--- src/rtl/branch_cond_unit.sv ---
// Resolves conditional branches from NZVC flags (with same-cycle ALU flag forwarding) and keeps resolution stats.
// Latency: 1 cycle from accepted request to registered out_valid/out_taken; counters lag the consume by 1 cycle.
// Backpressure: br_ready drops while a result is held and out_ready=0, or for B.cond while flags are pending.
//
// Ports:
//    clk, reset            clock; asynchronous active-low reset
//    Flags                 registered flags [0]=N [1]=Z [2]=V [3]=C
//    flag_we               flag-setting instruction writes Flags at the next edge
//    alu_neg/zero/ovf/cout live ALU flags, used in place of Flags when flag_we=1
//    flag_pending          flag-setting instruction still upstream of the ALU
//    br_valid/br_ready     request handshake
//    br_kind               00=B.cond 01=CBZ 10=CBNZ 11=B
//    br_cond               condition code (B.cond only)
//    br_reg_zero           compared register is zero (CBZ/CBNZ only)
//    out_valid/out_ready   result handshake
//    out_taken             registered branch decision
//    taken_cnt             saturating count of consumed taken results
//    resolved_cnt          saturating count of all consumed results
//    cnt_clr               synchronous clear of both counters (wins over increment)

module branch_cond_unit #(
   parameter int CNT_W = 16
) (
   input  logic             clk,
   input  logic             reset,
   input  logic [3:0]       Flags,
   input  logic             flag_we,
   input  logic             alu_neg,
   input  logic             alu_zero,
   input  logic             alu_ovf,
   input  logic             alu_cout,
   input  logic             flag_pending,
   input  logic             br_valid,
   output logic             br_ready,
   input  logic [1:0]       br_kind,
   input  logic [3:0]       br_cond,
   input  logic             br_reg_zero,
   output logic             out_valid,
   input  logic             out_ready,
   output logic             out_taken,
   output logic [CNT_W-1:0] taken_cnt,
   output logic [CNT_W-1:0] resolved_cnt,
   input  logic             cnt_clr
);

   localparam logic [1:0] KIND_BCOND = 2'b00;
   localparam logic [1:0] KIND_CBZ   = 2'b01;
   localparam logic [1:0] KIND_CBNZ  = 2'b10;
   localparam logic [1:0] KIND_B     = 2'b11;

   localparam logic [CNT_W-1:0] CNT_ONE = {{(CNT_W-1){1'b0}}, 1'b1};

   typedef enum logic {
      EMPTY = 1'b0,
      FULL  = 1'b1
   } state_t;

   state_t state, state_nxt;
   logic   taken_q, taken_nxt;

   logic eff_n, eff_z, eff_v, eff_c;
   logic cond_base;
   logic cond_hit;
   logic result;
   logic accept;
   logic consume;
   logic flag_stall;

   // ---------------------------------------------------------------
   // Effective flags: a flag-setting instruction completing this cycle
   // has not reached Flags yet, so its live ALU flags are used instead.
   // ---------------------------------------------------------------
   always_comb begin
      eff_n = Flags[0];
      eff_z = Flags[1];
      eff_v = Flags[2];
      eff_c = Flags[3];
      if (flag_we) begin
         eff_n = alu_neg;
         eff_z = alu_zero;
         eff_v = alu_ovf;
         eff_c = alu_cout;
      end
   end

   // ---------------------------------------------------------------
   // Condition codes come in complementary pairs: cond[3:1] picks the
   // base test and cond[0] inverts it. Pair 7 (AL/NV) is always true
   // regardless of the low bit.
   // ---------------------------------------------------------------
   always_comb begin
      cond_base = 1'b0;
      unique case (br_cond[3:1])
         3'd0: cond_base = eff_z;                          // EQ / NE
         3'd1: cond_base = eff_c;                          // HS / LO
         3'd2: cond_base = eff_n;                          // MI / PL
         3'd3: cond_base = eff_v;                          // VS / VC
         3'd4: cond_base = eff_c & ~eff_z;                 // HI / LS
         3'd5: cond_base = (eff_n == eff_v);               // GE / LT
         3'd6: cond_base = ~eff_z & (eff_n == eff_v);      // GT / LE
         3'd7: cond_base = 1'b1;                           // AL / NV
         default: cond_base = 1'b0;
      endcase
      if (br_cond[3:1] == 3'd7) begin
         cond_hit = 1'b1;
      end else begin
         cond_hit = cond_base ^ br_cond[0];
      end
   end

   // Decision for the request currently presented.
   always_comb begin
      result = 1'b0;
      unique case (br_kind)
         KIND_BCOND: result = cond_hit;
         KIND_CBZ:   result = br_reg_zero;
         KIND_CBNZ:  result = ~br_reg_zero;
         KIND_B:     result = 1'b1;
         default:    result = 1'b0;
      endcase
   end

   // ---------------------------------------------------------------
   // Handshakes. Only B.cond depends on flags, so only B.cond waits on
   // an in-flight flag-setting instruction.
   // ---------------------------------------------------------------
   assign flag_stall = flag_pending & (br_kind == KIND_BCOND);
   assign out_valid  = (state == FULL);
   assign out_taken  = taken_q;
   assign br_ready   = (~out_valid | out_ready) & ~flag_stall;
   assign accept     = br_valid & br_ready;
   assign consume    = out_valid & out_ready;

   // ---------------------------------------------------------------
   // Result register FSM
   // ---------------------------------------------------------------
   always_ff @(posedge clk or negedge reset) begin
      if (!reset) begin
         state   <= EMPTY;
         taken_q <= 1'b0;
      end else begin
         state   <= state_nxt;
         taken_q <= taken_nxt;
      end
   end

   always_comb begin
      state_nxt = state;
      taken_nxt = taken_q;
      unique case (state)
         EMPTY: begin
            if (accept) begin
               state_nxt = FULL;
               taken_nxt = result;
            end
         end
         FULL: begin
            // In FULL an accept is only possible when out_ready=1, so an
            // accept here is always a consume-and-reload.
            if (accept) begin
               state_nxt = FULL;
               taken_nxt = result;
            end else if (consume) begin
               state_nxt = EMPTY;
            end
         end
         default: begin
            state_nxt = EMPTY;
         end
      endcase
   end

   // ---------------------------------------------------------------
   // Statistics counters: count consumed results, saturate at all-ones.
   // ---------------------------------------------------------------
   always_ff @(posedge clk or negedge reset) begin
      if (!reset) begin
         taken_cnt    <= '0;
         resolved_cnt <= '0;
      end else if (cnt_clr) begin
         taken_cnt    <= '0;
         resolved_cnt <= '0;
      end else if (consume) begin
         if (!(&resolved_cnt)) begin
            resolved_cnt <= resolved_cnt + CNT_ONE;
         end
         if (taken_q && !(&taken_cnt)) begin
            taken_cnt <= taken_cnt + CNT_ONE;
         end
      end
   end

endmodule

--- config.mk ---
export PLATFORM = sky130hd
export DESIGN_NAME = branch_cond_unit
export DESIGN_NICKNAME = d
export VERILOG_FILES = /design/src/rtl/branch_cond_unit.sv
export SDC_FILE = /design/constraint.sdc
export NUM_CORES = 1
export LEC_CHECK = 0
export ABC_AREA = 1
export BUFFER_PORTS_ARGS = -buffer_cell sky130_fd_sc_hd__buf_2
export CORE_AREA = 2 2 61 77
export CTS_CLUSTER_DIAMETER = 40
export CTS_CLUSTER_SIZE = 10
export DETAILED_ROUTE_END_ITERATION = 10
export DIE_AREA = 0 0 63 79
export MAX_ROUTING_LAYER = met4
export PLACE_DENSITY = 0.78
export RECOVER_POWER = 100
export REMOVE_ABC_BUFFERS = 1
export SYNTH_ARGS = -nofsm -noshare
export SYNTH_HDL_FRONTEND = slang
export SYNTH_SLANG_ARGS = --single-unit
--- constraint.sdc ---
create_clock -name clk -period 1.8 [get_ports clk]
set_input_delay 0.27 -clock clk [delete_from_list [all_inputs] [get_ports clk]]
set_output_delay 0.27 -clock clk [all_outputs]
set_load 0.02 [all_outputs]
==> results.txt <==
The flow ran to the end, and the final reports show no timing, DRC or antenna violations. The vias after detailed routing is 2218. The clock insertion delay at the later pin of the skew report is 0.29 ns. The number of buffers on the longest clock path came out at 2. Cells with a size suffix above 1 make up 27.5% of the layout. The worst clock skew came out at ~0.0070 ns.

For this run, global-route usage on met1 was measured as 27.1%. The number of antenna violations at the first check in global routing is 0. The average footprint of a synthesized cell is 7.32 µm². After synthesis the netlist holds a flip-flop and latch count of 34.

By area the synthesized netlist is led by sky130_fd_sc_hd__dfrtp_1, sky130_fd_sc_hd__nand2_1, sky130_fd_sc_hd__inv_1. The met3 usage in global routing is 4.11%. The number of unique standard cell types used by synthesis came out at 33.

The leakage power of the design is 1.34 nW. After detailed routing, the average wire length per cell comes to 12.3 µm. The leading cell type in the layout, fill and taps excluded is sky130_fd_sc_hd__nand2_1.

The number of buffers created by CTS is 5. The per-cell via count in the routed design came out at ~5.1. The most used flip-flop cell after synthesis is sky130_fd_sc_hd__dfrtp_1.

The relative slew slack is between 40% and 50%. The final design area excluding fillers came out at ~2800 µm². Counting flops with a built-in enable in the synthesized netlist gives 0.

The number of DRC markers in iteration 0 is 172. The die is approximately 63 µm wide. Global routing used 36.9% of the available met2 tracks. The worst min-delay path category is in2async. Global routing used 22.5% of the available tracks.

In this run the core area contains 27 standard-cell rows. The number of cell instances on the worst register-to-register path came out at 10. The number of max-cap violations came out at 0. Once detailed placement completed, the half-perimeter wirelength came to 3.97 mm. The routed design could run at a clock period as short as 1.71 ns. The detail route stage leaves a number of antenna-violating nets equal to 0.

The endpoint identified for the worst register-to-register timing path is resolved_cnt[8]. The floorplan core area came out at 4290 µm². The finished layout holds ~440 standard cells, fillers aside. The maximum resistive drop on vdd came out at approximately 0.35 mV.

The number of fill cells in the layout came out at 406. The vertical die dimension is about 79 µm. The launch instance of the worst register-to-register path is resolved_cnt[0]. The sum of overflow across all layers after global routing came out at 0. Entering global routing, the biggest net connects 35 pins.

The library cells used most frequently in the layout, excluding fill and tap cells, are sky130_fd_sc_hd__nand2_1, sky130_fd_sc_hd__buf_2, sky130_fd_sc_hd__inv_1, sky130_fd_sc_hd__dfrtp_1, sky130_fd_sc_hd__nor2_1. The initial utilization of the core area, before any placement, comes to about half. The number of placed instances with taps included is between 400 and 500. The post-route worst hold slack is a little under 0.06 ns.

The maximum net fanout on the critical path came out at 7. The net total in the final layout came out at 401. At the worst endpoint, the required time is 1.98 ns.

The number of clock sinks is 34. The share of synthesized flip-flops with an asynchronous set or reset came out at 100%. The critical path endpoint category is a flop. The final antenna diode count came out at 0. The die outline area is 4980 µm². The top-area cell type share of the netlist area came out at about two fifths. Routability-driven placement finished with a final weighted congestion of 0.891. The slew at the pin closest to its max-slew limit came out at 0.817 ns. For this run, the register share of the synthesized area comes to between 30% and 40%. The number of detailed-routing iterations run before antenna repair came out at 5. The area growth from synthesis to layout is 29.1%.

The level count of the clock H-tree is 2. The total wire length came out at 5.37 mm. Clock tree synthesis selected as its root buffer the cell sky130_fd_sc_hd__clkbuf_8. The max-slew violation total from the final report is 0. The TritonCTS clock tree is built. The top achievable clock speed came out at 0.585 GHz. Of all cell types, the one taking the most synthesized area is sky130_fd_sc_hd__dfrtp_1. Yosys printed 0 warnings. After global routing, the most crowded layer is met2. The number of remaining DRC errors came out at 0.

Port buffering added 56 buffers. The wire length of the first global-routing pass is 8.68 mm. The part of the cycle the worst path needs came out at 95.0%. The synthesized netlist occupies a cell area of between 2000 and 2500 µm². The power per cell area came out at 658 nW/µm².

The worst setup path is launched from a flop. Counting every instance in the synthesized netlist gives 298. The register-to-register setup slack came out at between 0.09 and 0.1 ns. Setup violations remaining at the end of the flow were counted as 0. The final-report hold violation count is 0.

The arrival time of the worst setup path is about 1.9 ns. The worst setup path is of the reg2reg kind. The number of global-route vias before repair was ~2000. The number of top-level design ports is 57. The standard cell area after detailed placement is 2580 µm². The register clock-pin slew on the reported worst setup and hold paths came out at approximately 0.070 ns.
-- worst max-delay path by stage --
stage,from,to,slack [ns],cells after the start
floorplan,taken_cnt[0],taken_cnt[8],-0.04,13
global placement,resolved_cnt[0],resolved_cnt[8],0.09,10
detailed placement,taken_cnt[1],taken_cnt[6],0.03,12
CTS,taken_cnt[1],taken_cnt[6],0.01,12
global route,resolved_cnt[0],resolved_cnt[8],-0.06,10
finish,resolved_cnt[0],resolved_cnt[8],0.09,10
-- cells by family after synthesis --
logic type | synth area share [%]
xor+xnor | 3.61
flops | 39.0
buf+inv | 8.15
simple gates | 36.0
compound gates | 12.1
fa+ha+maj | 1.15
-- synthesized netlist by cell type, types with 3 or more instances --
master and count:
sky130_fd_sc_hd__xor2_1 9, sky130_fd_sc_hd__o21ai_1 12, sky130_fd_sc_hd__dfrtp_1 34, sky130_fd_sc_hd__o21ai_0 6, sky130_fd_sc_hd__nor3_1 8, sky130_fd_sc_hd__nor2_2 6
sky130_fd_sc_hd__nand3_2 4, sky130_fd_sc_hd__nand3_1 18, sky130_fd_sc_hd__a21oi_1 14, sky130_fd_sc_hd__nand4_1 7, sky130_fd_sc_hd__nor2_1 29, sky130_fd_sc_hd__inv_1 34
sky130_fd_sc_hd__o31ai_1 8, sky130_fd_sc_hd__inv_2 7, sky130_fd_sc_hd__nand2_1 72, sky130_fd_sc_hd__nand2_2 5, sky130_fd_sc_hd__clkbuf_1 3
-- state kept, by name (all words and copies together), names as in the netlist --
name	cells
out_taken	1
resolved_cnt	16
taken_cnt	16
out_valid	1
-- per-stage QoR --
stage	total power, mW	worst slack [ns]	setup TNS, ns	utilization, %
floorplan	1.00	-0.0383	-0.0945	-
global placement	1.12	0.0869	0	60.3
detailed placement	1.13	0.0250	0	60.3
CTS	1.82	0.0106	0	62.8
global route	1.95	-0.0574	-0.178	65.6
finish	1.85	0.0906	0	65.6
-- report_power, final --
| group | switching [mW] | internal [mW] | leakage, nW |
|---|---|---|---|
| logic | 0.210 | 0.128 | 0.815 |
| registers | 0.0328 | 0.790 | 0.465 |
| clock network | 0.286 | 0.407 | 0.0579 |
-- critical path, cell delays in order, from the launching register on --
cell	delay, ns
sky130_fd_sc_hd__dfrtp_1	0.43
sky130_fd_sc_hd__ha_4	0.19
sky130_fd_sc_hd__nand2_1	0.07
sky130_fd_sc_hd__nor2_2	0.05
sky130_fd_sc_hd__nand4_1	0.10
sky130_fd_sc_hd__nand2_2	0.10
sky130_fd_sc_hd__nand2_4	0.14
sky130_fd_sc_hd__nand3_4	0.13
sky130_fd_sc_hd__buf_4	0.16
sky130_fd_sc_hd__o31ai_2	0.16
sky130_fd_sc_hd__nor2_1	0.06
-- area by class of cell --
cell class	instances	area, µm²	share of cell area [%]
multi-input cells	218	1220	43.2
flip-flops and latches	34	851	30.2
repair buffers	77	414	14.7
inverters	41	154	5.46
well taps	58	72.6	2.58
clock buffers	5	68.8	2.44
clock inverters	3	40.0	1.42
-- metal layers --
layer	part of all wire, %	vias up
met5	0	-
met4	0.97	0
met3	5.7	4
met2	50	76
met1	43	991
li1	-	1147
-- what timing repair did --
item                                    CTS  global route
endpoints found under the hold margin     0             0
endpoints found under the setup margin    0            20
resized for setup                         0            13
buffers inserted                          0            11
hold buffers                              0             0
Power figures use the tool's default switching activity.
